### src/rtl/min_second_min_sequencer.sv
// Two-pass min / second-min sequencer for one check-node processor.
// Define MSM_WATCHDOG_EN to add a per-pass watchdog with a sticky FAULT state.
module min_second_min_sequencer #(
  parameter int N_INPUTS       = 40,
  parameter int WATCHDOG_LIMIT = 48,
  parameter int WD_W           = 7
) (
  input  logic clk_i,
  input  logic reset_n_i,
  input  logic start_i,
  input  logic result_ack_i,
  input  logic done_iterations_i,
  output logic busy_o,
  output logic result_valid_o,
  output logic initialize_min_o,
  output logic initialize_second_min_o,
  output logic reset_count_o,
  output logic calculating_second_min_o,
  output logic load_first_min_o,
  output logic load_second_min_o,
  output logic fault_o
);

  typedef enum logic [2:0] {
    IDLE,
    INIT1,
    PASS1,
    INIT2,
    PASS2,
    DONE
`ifdef MSM_WATCHDOG_EN
    , FAULT
`endif
  } state_t;

  localparam bit PARAMS_OK = (WATCHDOG_LIMIT > N_INPUTS + 1) &&
                             ((64'd1 << WD_W) > 64'(WATCHDOG_LIMIT));

  state_t state_q, state_d;

`ifdef MSM_WATCHDOG_EN
  logic [WD_W-1:0] wd_q, wd_d;
  logic            wd_trip;

  // Counter restarts in each INIT state, so it measures cycles spent in the following pass.
  always_comb begin
    wd_d = wd_q;
    if (state_q == INIT1 || state_q == INIT2) begin
      wd_d = '0;
    end else if (state_q == PASS1 || state_q == PASS2) begin
      wd_d = wd_q + 1'b1;
    end
  end

  assign wd_trip = (wd_q == WD_W'(WATCHDOG_LIMIT - 1)) && !done_iterations_i;

  always_ff @(posedge clk_i) begin
    if (!reset_n_i) begin
      wd_q <= '0;
    end else begin
      wd_q <= wd_d;
    end
  end
`endif

  always_ff @(posedge clk_i) begin
    if (!reset_n_i) begin
      state_q <= IDLE;
    end else begin
      state_q <= state_d;
    end
  end

  always_comb begin
    state_d                  = state_q;
    busy_o                   = 1'b1;
    result_valid_o           = 1'b0;
    initialize_min_o         = 1'b0;
    initialize_second_min_o  = 1'b0;
    reset_count_o            = 1'b0;
    calculating_second_min_o = 1'b0;
    load_first_min_o         = 1'b0;
    load_second_min_o        = 1'b0;
    fault_o                  = 1'b0;

    case (state_q)
      IDLE: begin
        busy_o = 1'b0;
        if (start_i) begin
          state_d = INIT1;
        end
      end

      INIT1: begin
        initialize_min_o = 1'b1;
        reset_count_o    = 1'b1;
        state_d          = PASS1;
      end

      // Loads are gated by done so the out-of-range mux slot is never captured.
      PASS1: begin
        load_first_min_o = !done_iterations_i;
        if (done_iterations_i) begin
          state_d = INIT2;
        end
`ifdef MSM_WATCHDOG_EN
        else if (wd_trip) begin
          state_d = FAULT;
        end
`endif
      end

      INIT2: begin
        initialize_second_min_o  = 1'b1;
        reset_count_o            = 1'b1;
        calculating_second_min_o = 1'b1;
        state_d                  = PASS2;
      end

      PASS2: begin
        calculating_second_min_o = 1'b1;
        load_second_min_o        = !done_iterations_i;
        if (done_iterations_i) begin
          state_d = DONE;
        end
`ifdef MSM_WATCHDOG_EN
        else if (wd_trip) begin
          state_d = FAULT;
        end
`endif
      end

      // Ack together with start chains straight into the next computation.
      DONE: begin
        result_valid_o = 1'b1;
        if (result_ack_i) begin
          state_d = start_i ? INIT1 : IDLE;
        end
      end

`ifdef MSM_WATCHDOG_EN
      FAULT: begin
        fault_o = 1'b1;
      end
`endif

      default: begin
        busy_o  = 1'b0;
        state_d = IDLE;
      end
    endcase
  end

  assert property (@(posedge clk_i) PARAMS_OK);

  assert property (@(posedge clk_i) disable iff (!reset_n_i)
    !(load_first_min_o && load_second_min_o));

  assert property (@(posedge clk_i) disable iff (!reset_n_i)
    !((initialize_min_o || initialize_second_min_o) &&
      (load_first_min_o || load_second_min_o)));

  assert property (@(posedge clk_i) disable iff (!reset_n_i)
    !(done_iterations_i && (load_first_min_o || load_second_min_o)));

endmodule

### config.mk
export PLATFORM = sky130hd
export DESIGN_NAME = min_second_min_sequencer
export DESIGN_NICKNAME = d
export VERILOG_FILES = /design/src/rtl/min_second_min_sequencer.sv
export SDC_FILE = /design/constraint.sdc
export NUM_CORES = 1
export LEC_CHECK = 0
export ABC_CLOCK_PERIOD_IN_PS = 2400
export CAP_MARGIN = 0
export CORE_AREA = 2 2 39 41
export CTS_CLUSTER_DIAMETER = 200
export CTS_CLUSTER_SIZE = 25
export DETAILED_ROUTE_END_ITERATION = 12
export DIE_AREA = 0 0 41 43
export PLACE_DENSITY = 0.44
export SYNTH_ARGS = -nofsm -noshare
export SYNTH_HDL_FRONTEND = slang
export SYNTH_SLANG_ARGS = --single-unit
### constraint.sdc
create_clock -name clk_i -period 2.4 [get_ports clk_i]
set_input_delay 0.48 -clock clk_i [delete_from_list [all_inputs] [get_ports clk_i]]
set_output_delay 0.48 -clock clk_i [all_outputs]
set_load 0.005 [all_outputs]
; ---- Yosys cells after proc, flatten, opt, wreduce, memory -nomap -nowiden
; Index checks and enable logic that the tools add are counted.
[word_totals]
wordCells = 30
regBits = 3
[classes]
reduce_logical = 6
n_eq_ne = 9
muxes = 14
[ops]
columns = cell, count
row1 = one-hot mux 3 bit (6 select lines), 1
row2 = 2-to-1 mux 3 bit, 4
row3 = 2-to-1 mux 1 bit, 9
row4 = "!= test 2 bit, second input constant", 4
row5 = "== test 3 x 2 -> 1 bit, second input constant", 2
row6 = "== test 3 bit, second input constant", 2
row7 = OR reduction 5 bit, 1
row8 = AND reduction 4 bit, 1
row9 = OR reduction 2 bit, 2
row10 = "== test 3 x 1 -> 1 bit, second input constant", 1
row11 = zero test 3 bit, 1
row12 = zero test 1 bit, 1

; ---- Depth between registers and ports, before layout
; Gate-level depths: netlist (run 1).
[depth]
word_depth = 3
ltp_mapped = 4

; ---- Worst setup path after synthesis (run 1)
; No wires, ideal clock.
[synth_timing]
path_kind = flip-flop to output port
from = register state_q[2]
to = output calculating_second_min_o
stages_incl_launch_ff = 5
required_ns = 1.920
t_arrival_ns = 0.835
setup_slack_ns = 1.085
path_cell_list = dfxtp_1 clkbuf_8 nor2b_2 and2_4 o21bai_1
[synth_between]
elab_chain_len = 3
word_cells_on_any_way = 4
classes_between = eq/ne: 2 / mux: 1 / reduce/logical: 1
[synth_lines]
columns = item, line_no
row1 = from (decl), 39  ; state_t state_q, state_d;
row2 = from (signal assigned), 70  ; state_q <= state_d;
row3 = == test 3 bit or == test 3 x 2 -> 1 bit (tied branches), 86  ; case (state_q)
row4 = OR reduction 2 bit (no source line) (*), -
row5 = 2-to-1 mux 1 bit (*), 86
row6 = to (decl), 18  ; output logic calculating_second_min_o,
; Mark *: on every way between the ends. The rest lies on a longest branch, timed or not.

; ---- Worst setup path after layout (run 1)
[layout_timing]
from = register state_q[0]
to = output calculating_second_min_o
; Same word-level chain as after synthesis.

==> impl_metrics.json, run 1 <==
{
  "firstDrtPassIters": 1,
  "synthTopCellsByArea": "dfxtp_1 24%, nor3_1 5.9%, buf_4 5.9%, nor3b_1 5.9%, clkbuf_8 5.4%",
  "netlist_instances": 30,
  "ios": 14,
  "syn_to_final_growth_pct": 50.0,
  "hp-class": "reg2reg",
  "rsz0062_at_grt": "false",
  "fin_nets": 48,
  "ctsHoldBuffers": 0,
  "synth_top_area_frac": 0.238,
  "post-cts-setup-buffers": 0,
  "cts.repair.resized": 0,
  "switching_share": 0.276,
  "setup_tns_ns": 0,
  "start_util": 0.183,
  "p_int_uw": 167,
  "antenna_found_initial": 0,
  "place_inst": 54,
  "crit_fanout": 11,
  "die_area_sq_um": 1760,
  "pwr-share-comb": 0.308,
  "power.share.sequential": 0.313,
  "final_core_utilization": 0.274,
  "startpoint": "state_q[0]$_SDFFE_PN0P_",
  "rows": 14,
  "final_common_cell": "clkdlybuf4s50_1",
  "max_cap_viol_count": 0,
  "finalHoldViolations": 0,
  "min-delay-start": "state_q[1]$_SDFFE_PN0P_",
  "ir_worst_vdd_uv": 145,
  "ys_seq_area_frac": 0.238,
  "grt_max_degree": 12,
  "stdcell_count": 58,
  "crit_arrival_ns": 1.76,
  "timing.final.crit_share": 0.933,
  "drc": 0,
  "cts_tree": "built",
  "drive_above_1_share": 0.167,
  "powerDensity_nw_per_um2": 610,
  "ant_nets": 0,
  "wl_per_cell_um": 9.59,
  "fin_crit_ns": 2.24,
  "regMostFlops": "state_q",
  "fmax_mhz": 447,
  "cts.sinks": 3,
  "grt_pass1_wl_um": 876,
  "syn_area_sq_um": 253,
  "coreArea_sq_um": 1380,
  "via_count": 235,
  "yosys.area.top_type": "dfxtp_1",
  "setup_viol": 0,
  "root_buffer": "clkbuf_4",
  "port-buffer-count": 12,
  "vias_per_cell": 4.05,
  "num_antenna_cells": 0,
  "cts-htree-levels": 1,
  "end_kind": "output pin",
  "synth_nets": 35,
  "drtIter0Drc": 0,
  "clock_skew_ns": 0.000128,
  "largest_register_ff_count": 3,
  "clockBufferDepth": 2,
  "reg2reg_from": "state_q[1]$_SDFFE_PN0P_",
  "p_switching_uw": 63.8,
  "path_clk_slew_ns": 0.04,
  "synth.avg_cell_area_sq_um": 8.42,
  "cp_data_required_time_ns": 1.92,
  "gr-total-overflow": 0,
  "top_regs": "state_q (3)",
  "ys_types": 21,
  "ys_ff_latch": 3,
  "fill_cells": 167,
  "yosysWarnings": 0,
  "p_total_uw": 231,
  "place_congestion": 0.747,
  "worstSkewPairLatency_ns": 0.23,
  "p_leak_uw": 0.000135,
  "path_class": "reg2out",
  "gr-usage-all-layers": 0.0773,
  "start_kind": "flip-flop",
  "grt_pass1_vias": 208,
  "cts_inserted_buffers": 3,
  "final_cell_mix": "12 x clkdlybuf4s50_1, 3 x nor3_1, 3 x clkbuf_4, 3 x dfxtp_1",
  "fp.dieH_um": 43,
  "status": "completed",
  "dieWidth_um": 41,
  "drv_slew": 0,
  "power.share.clock": 0.379,
  "drt_wl_total_um": 556
}
==> area by class of cell <==
| type | instances | area (sq um) | area share |
|---|---|---|---|
| clock buffers | 4 | 26.3 | 0.0693 |
| multi-input cells | 21 | 145 | 0.383 |
| repair buffers | 12 | 120 | 0.317 |
| well taps | 16 | 20.0 | 0.0528 |
| inverters | 2 | 7.51 | 0.0198 |
| flip-flops and latches | 3 | 60.1 | 0.158 |
==> power groups by stage <==
stage | Combinational [uW] | Sequential, uW | Clock (uW)
after floorplan | 57.5 | 58.8 | 0
after global placement | 71.2 | 72.6 | 0
after detailed placement | 71.7 | 73.2 | 0
after CTS | 72.0 | 72.4 | 92.7
after global routing | 77.8 | 74.6 | 97.5
final | 71.1 | 72.4 | 87.6
==> cell families (layout without fill, tap and decap cells) <==
kind of cell / Yosys count / after routing / synth area share
buf+inv: 6 / 18 / 0.188
other cells: 1 / 1 / 0.0148
xor+xnor: 1 / 1 / 0.0347
compound gates: 8 / 8 / 0.218
simple gates: 11 / 11 / 0.307
flops: 3 / 3 / 0.238
==> per-layer routing <==
layer	GRT usage	up-vias	routed length [um]
met3	0.0314	0	30
li1	-	124	-
met4	0.0800	0	0
met1	0.106	104	247
met2	0.0813	7	279
met5	0	-	0
==> through the flow <==
stage                     hold slack, ns  area (sq um)  setup WS (ns)
after floorplan                    0.547           253           1.09
after global placement             0.650           353          0.167
after detailed placement           0.673           353          0.196
after CTS                          0.682           379          0.140
after global routing               0.703           379         0.0367
final                              0.679           379          0.160
==> cells in the mapped netlist <==
cell,n
nor3b_1,2
nor2_1,2
o21ai_0,1
nor4b_1,1
nand2b_4,1
conb_1,1
o21bai_1,1
dfxtp_1,3
o22ai_1,1
xnor2_1,1
a21oi_2,1
buf_4,2
and2_4,1
inv_1,2
buf_6,1
clkbuf_8,1
nor3_1,3
a21oi_1,2
o21a_1,1
o311a_1,1
nor2b_2,1
==> critical path, stage by stage (launching register included) <==
cell,delay [ns]
dfxtp_1,0.53
nor2b_2,0.23
and2_4,0.16
o21bai_1,0.10
clkdlybuf4s50_1,0.51
==> worst paths after layout <==
| kind | depth (start not counted) | slack [ns] | endpoint |
|---|---|---|---|
| max | 4 | 0.16 | calculating_second_min_o |
| min | 2 | 0.68 | state_q[1]$_SDFFE_PN0P_ |
| max reg2reg | 3 | 1.25 | state_q[0]$_SDFFE_PN0P_ |
| min reg2reg | 2 | 0.68 | state_q[1]$_SDFFE_PN0P_ |
Power figures use the tool's default switching activity.
==> run 2, diff against run 1 <==
GPL_TIMING_DRIVEN = 0   (was unset)
PLACE_DENSITY = unset   (was 0.44)
PLACE_DENSITY_LB_ADDON = 0.3   (was unset)
==> run 2 against run 1 <==
Worst hold slack worse by 0.10 ns. Critical path depth fell by 1. Power grew 5.9%. Flip-flop and latch count did not move. Setup slack gained 0.0039 ns. Sequential power is 19% lower. Clock skew grew 0.0037 ns. Global-route usage increased by 0.19 points. Critical path type is now in2out. Sequential share of layout area down 1.5 points. Die area is the same. Largest power group is now combinational logic. Non-clock buffer count grew 4. Design area is 11% higher.
==> impl_metrics.json, run 2 (synthesis gave the netlist of run 1 again) <==
{
  "grt_max_degree": 11,
  "start_kind": "input port",
  "cp_data_required_time_ns": 1.92,
  "grt.busiest_layer": "met2",
  "fmax_mhz": 447,
  "cts_tree": "built",
  "fill_cells": 161,
  "coreArea_sq_um": 1380,
  "final_common_cell": "clkdlybuf4s50_1",
  "dp_hpwl_um": 403,
  "met3_usage": 0.0157,
  "fin_nets": 52,
  "cts-htree-levels": 1,
  "ant_nets": 0,
  "ctsHoldBuffers": 0,
  "dieWidth_um": 41,
  "drive_above_1_share": 0.239,
  "worstSkewPairLatency_ns": 0.23,
  "drtIter0Drc": 2,
  "timing.final.crit_share": 0.932,
  "setup_viol": 0,
  "end_kind": "output pin",
  "via_count": 258,
  "grt_util_met1": 0.0994,
  "clockBufferDepth": 2,
  "place_congestion": 0.678,
  "cts.sinks": 3,
  "syn_to_final_growth_pct": 65.8,
  "status": "completed",
  "regMostFlops": "state_q",
  "globalRouteMet2Util": 0.113,
  "antenna_found_initial": 0,
  "cts.repair.resized": 0,
  "crit_arrival_ns": 1.76,
  "ir_worst_vdd_uv": 130,
  "drt_wl_total_um": 536,
  "stdcell_count": 62,
  "grt_pass1_vias": 256,
  "drv_slew": 0,
  "root_buffer": "clkbuf_4",
  "drc": 0,
  "holdWs_ns": 0.579,
  "start_util": 0.183,
  "powerDensity_nw_per_um2": 584,
  "top_regs": "state_q (3)",
  "rrSetupSlack_ns": 1.37,
  "setup_tns_ns": 0,
  "vias_per_cell": 4.16,
  "rsz0062_at_grt": "false",
  "cts_inserted_buffers": 3,
  "die_area_sq_um": 1760,
  "gr-total-overflow": 0,
  "fp.dieH_um": 43,
  "place_inst": 58,
  "largest_register_ff_count": 3,
  "finalHoldViolations": 0,
  "wl_per_cell_um": 8.65,
  "path_clk_slew_ns": 0.04,
  "ios": 14,
  "max_cap_viol_count": 0,
  "rows": 14,
  "p_leak_uw": 0.000159,
  "num_antenna_cells": 0,
  "post-cts-setup-buffers": 0,
  "port-buffer-count": 12,
  "fin_crit_ns": 2.24,
  "crit_fanout": 4,
  "grt_pass1_wl_um": 952,
  "path_class": "in2out",
  "final_cell_mix": "12 x clkdlybuf4s50_1, 3 x nor3_1, 3 x clkbuf_4, 3 x dfxtp_1",
  "gr-usage-all-layers": 0.0792,
  "final_core_utilization": 0.303,
  "hp-class": "reg2reg",
  "clock_skew_ns": 0.00378,
  "firstDrtPassIters": 2
}
[run 2: cell types whose count changed in the layout (fill, tap and decap cells not counted), sizes merged]
cell,previous run,this run
buf,0,3
clkbuf,4,5
[run 2: worst paths after layout]
path / startpoint / endpoint / cells after the start
worst min-delay path: state_q[2]$_SDFFE_PN0P_ / state_q[1]$_SDFFE_PN0P_ / 2
worst max-delay path: done_iterations_i / load_first_min_o / 3
worst max register to register: state_q[1]$_SDFFE_PN0P_ / state_q[0]$_SDFFE_PN0P_ / 4
worst min register to register: state_q[2]$_SDFFE_PN0P_ / state_q[1]$_SDFFE_PN0P_ / 2
[run 2: report_power, final]
part	switching (uW)	leakage, uW	internal, uW	total [uW]
Combinational	37.6	0.000119	59.8	97.4
Clock	26.8	0.0000150	62.4	89.1
Sequential	2.22	0.0000246	56.1	58.3
Total	66.6	0.000159	178	245
[run 2: area by class of cell]
type	instances	area [sq um]	share of cell area
Inverter	2	7.51	0.0179
Buffer	4	40.0	0.0955
Sequential cell	3	60.1	0.143
Multi-Input combinational cell	21	145	0.346
Timing Repair Buffer	12	120	0.287
Clock buffer	4	26.3	0.0627
Tap cell	16	20.0	0.0478
[run 2: critical path, stage by stage]
cell	delay, ns
clkdlybuf4s50_1	0.46
nor4b_1	0.27
clkdlybuf4s50_1	0.55
[run 2: per-layer routing]
metal / up-vias / routed length, um
li1: 133 / -
met1: 112 / 249
met2: 11 / 245
met3: 2 / 30
met4: 0 / 10
met5: - / 0
[run 2: per-stage QoR]
stage | power (uW) | instance area [sq um] | setup slack [ns]
after floorplan | 116 | 253 | 1.09
after global placement | 157 | 393 | 0.151
after detailed placement | 157 | 393 | 0.150
after CTS | 246 | 419 | 0.127
after global routing | 267 | 419 | 0.0656
final | 245 | 419 | 0.164
==> run 3, diff against run 2 <==
ABC_AREA = 1   (was unset)
==> run 3 against run 2 <==
Non-clock buffer count is 3 lower. Via count is 11% higher. Clock-buffer cell count stayed put. Clock skew is 0.0010 ns lower. Combinational power grew to 3.1 times the previous value. Synthesized cell count is 43% higher. Fmax is 3.0% higher. Critical path type unchanged. Largest cell class is now multi-input combinational cells. Highest routed layer is now met3.
==> impl_metrics.json, run 3 <==
{
  "hp-class": "reg2reg",
  "holdWs_ns": 0.594,
  "drive_above_1_share": 0.169,
  "ys_seq_area_frac": 0.242,
  "cts-htree-levels": 1,
  "port-buffer-count": 12,
  "gr-usage-all-layers": 0.0861,
  "wl_met2_um": 311,
  "vias_per_cell": 3.81,
  "drt_wl_total_um": 604,
  "synth_top_flop_cell": "dfxtp_1",
  "synth_nets": 48,
  "fill_cells": 148,
  "place_area_sq_um": 388,
  "cts.sinks": 3,
  "start_kind": "input port",
  "timing.final.crit_share": 0.905,
  "start_util": 0.179,
  "fin_crit_ns": 2.17,
  "yosysWarnings": 0,
  "setup_viol": 0,
  "synth.avg_cell_area_sq_um": 5.76,
  "rsz0062_at_grt": "false",
  "cp_slowest_cell": "clkdlybuf4s50_1",
  "synthTopCellsByArea": "dfxtp_1 24%, nor2_1 14%, inv_1 11%, nand2_1 11%, nand3_1 6.1%",
  "rows": 14,
  "crit_buf_inv": 4,
  "top_regs": "state_q (3)",
  "die_area_sq_um": 1760,
  "clockBufferDepth": 2,
  "drv_slew": 0,
  "ios": 14,
  "gr-total-overflow": 0,
  "syn_area_sq_um": 248,
  "netlist_instances": 43,
  "fin_nets": 65,
  "place_congestion": 0.781,
  "path_cells": "clkdlybuf4s50_1 -> inv_1 -> nand3_1 -> inv_1 -> clkdlybuf4s50_1",
  "top_layer": "met3",
  "grt_max_degree": 7,
  "cts_inserted_buffers": 3,
  "drc": 0,
  "final_cell_mix": "12 x clkdlybuf4s50_1, 9 x nor2_1, 7 x inv_1, 7 x nand2_1",
  "fmax_mhz": 461,
  "root_buffer": "clkbuf_4",
  "synth_top_area_frac": 0.242,
  "ctsHoldBuffers": 0,
  "path_class": "in2out",
  "syn_to_final_growth_pct": 67.2,
  "fp.dieH_um": 43,
  "grt_pass1_wl_um": 979,
  "stdcell_count": 75,
  "ys_ff_latch": 3,
  "final_common_cell": "clkdlybuf4s50_1",
  "regMostFlops": "state_q",
  "num_antenna_cells": 0,
  "path_delay_family": "buffers and inverters",
  "status": "completed",
  "drtIter0Drc": 5,
  "cp_data_required_time_ns": 1.92,
  "coreArea_sq_um": 1380,
  "synth_common_cells": "9 x nor2_1, 7 x inv_1, 7 x nand2_1, 3 x dfxtp_1, 3 x nand3_1",
  "antenna_found_initial": 0,
  "p_leak_uw": 0.000201,
  "powerDensity_nw_per_um2": 1210,
  "post-route-cell-area_sq_um": 414,
  "place_inst": 71,
  "finalHoldViolations": 0,
  "max_stage_delay_ns": 0.49,
  "yosys.cell_count.top_type": "nor2_1",
  "path_clk_slew_ns": 0.04,
  "clock_skew_ns": 0.00278,
  "setup_tns_ns": 0,
  "ir_worst_vdd_uv": 534,
  "async_flop_share": 0,
  "met3_wirelength_um": 34,
  "grt_pass1_vias": 241,
  "cts.repair.resized": 0,
  "crit_arrival_ns": 1.69,
  "via_count": 286,
  "end_kind": "output pin",
  "dp_hpwl_um": 485,
  "firstDrtPassIters": 4,
  "dieWidth_um": 41,
  "wl_met1_um": 258,
  "wl_per_cell_um": 8.05,
  "ant_nets": 0,
  "max_cap_viol_count": 0,
  "synth_edf_count": 0,
  "crit_fanout": 3,
  "yosys.area.top_type": "dfxtp_1",
  "post-cts-setup-buffers": 0,
  "ys_types": 16,
  "cts_tree": "built",
  "largest_register_ff_count": 3,
  "worstSkewPairLatency_ns": 0.23
}
run 3: cell count changes after synthesis, sizes merged, moves of 2 or more:
cell and change:
inv +7, nor3b -2, nor3 -3, buf -2, nor2 +10, nand3 +3
nand2 +8
run 3: cells by family (layout without fill, tap and decap cells):
family	Yosys count	count (layout)	synth area share
buffers and inverters	10	26	0.167
other	1	1	0.0151
and+or+nand+nor	23	23	0.424
DFF	3	3	0.242
AOI/OAI and AO/OA	6	6	0.152
run 3: final cells by class:
cell class / instances / area [sq um] / area share
plain buffers: 1 / 7.51 / 0.0181
clock buffers: 4 / 26.3 / 0.0634
inverters: 9 / 33.8 / 0.0816
multi-input cells: 30 / 146 / 0.353
flip-flops and latches: 3 / 60.1 / 0.145
well taps: 16 / 20.0 / 0.0483
repair buffers: 12 / 120 / 0.290
run 3: metrics by stage:
stage               power [uW]  utilization  setup WS [ns]
floorplan                  273            -           1.24
global placement           414        0.280          0.216
detailed placement         416        0.280          0.232
CTS                        514        0.299          0.224
global route               555        0.299          0.151
finish                     502        0.299          0.228
run 3: report_power, final:
group / internal [uW] / leakage (uW) / switching (uW) / total [uW]
Sequential: 72.9 / 0.0000248 / 37.0 / 110
Clock: 62.4 / 0.0000150 / 27.7 / 90.1
Combinational: 161 / 0.000162 / 141 / 302
Total: 296 / 0.000201 / 206 / 502
run 3: final timing paths:
kind                      startpoint                      end  slack (ns)  cells past startpoint
max                done_iterations_i        load_second_min_o        0.23                      5
min          state_q[0]$_SDFFE_PN0P_  state_q[0]$_SDFFE_PN0P_        0.59                      2
max reg2reg  state_q[1]$_SDFFE_PN0P_  state_q[0]$_SDFFE_PN0P_        1.28                      6
min reg2reg  state_q[0]$_SDFFE_PN0P_  state_q[0]$_SDFFE_PN0P_        0.59                      2
run 3: layer usage:
| layer | vias to the layer above | GRT usage |
|---|---|---|
| met5 | - | 0 |
| met4 | 0 | 0.0600 |
| met3 | 0 | 0.0314 |
| met2 | 9 | 0.119 |
| met1 | 118 | 0.105 |
| li1 | 159 | - |
run 3: worst min-delay path, cell delays in order (launching register included):
cell	delay, ns
dfxtp_1	0.36
a21oi_1	0.14
nor2_1	0.06
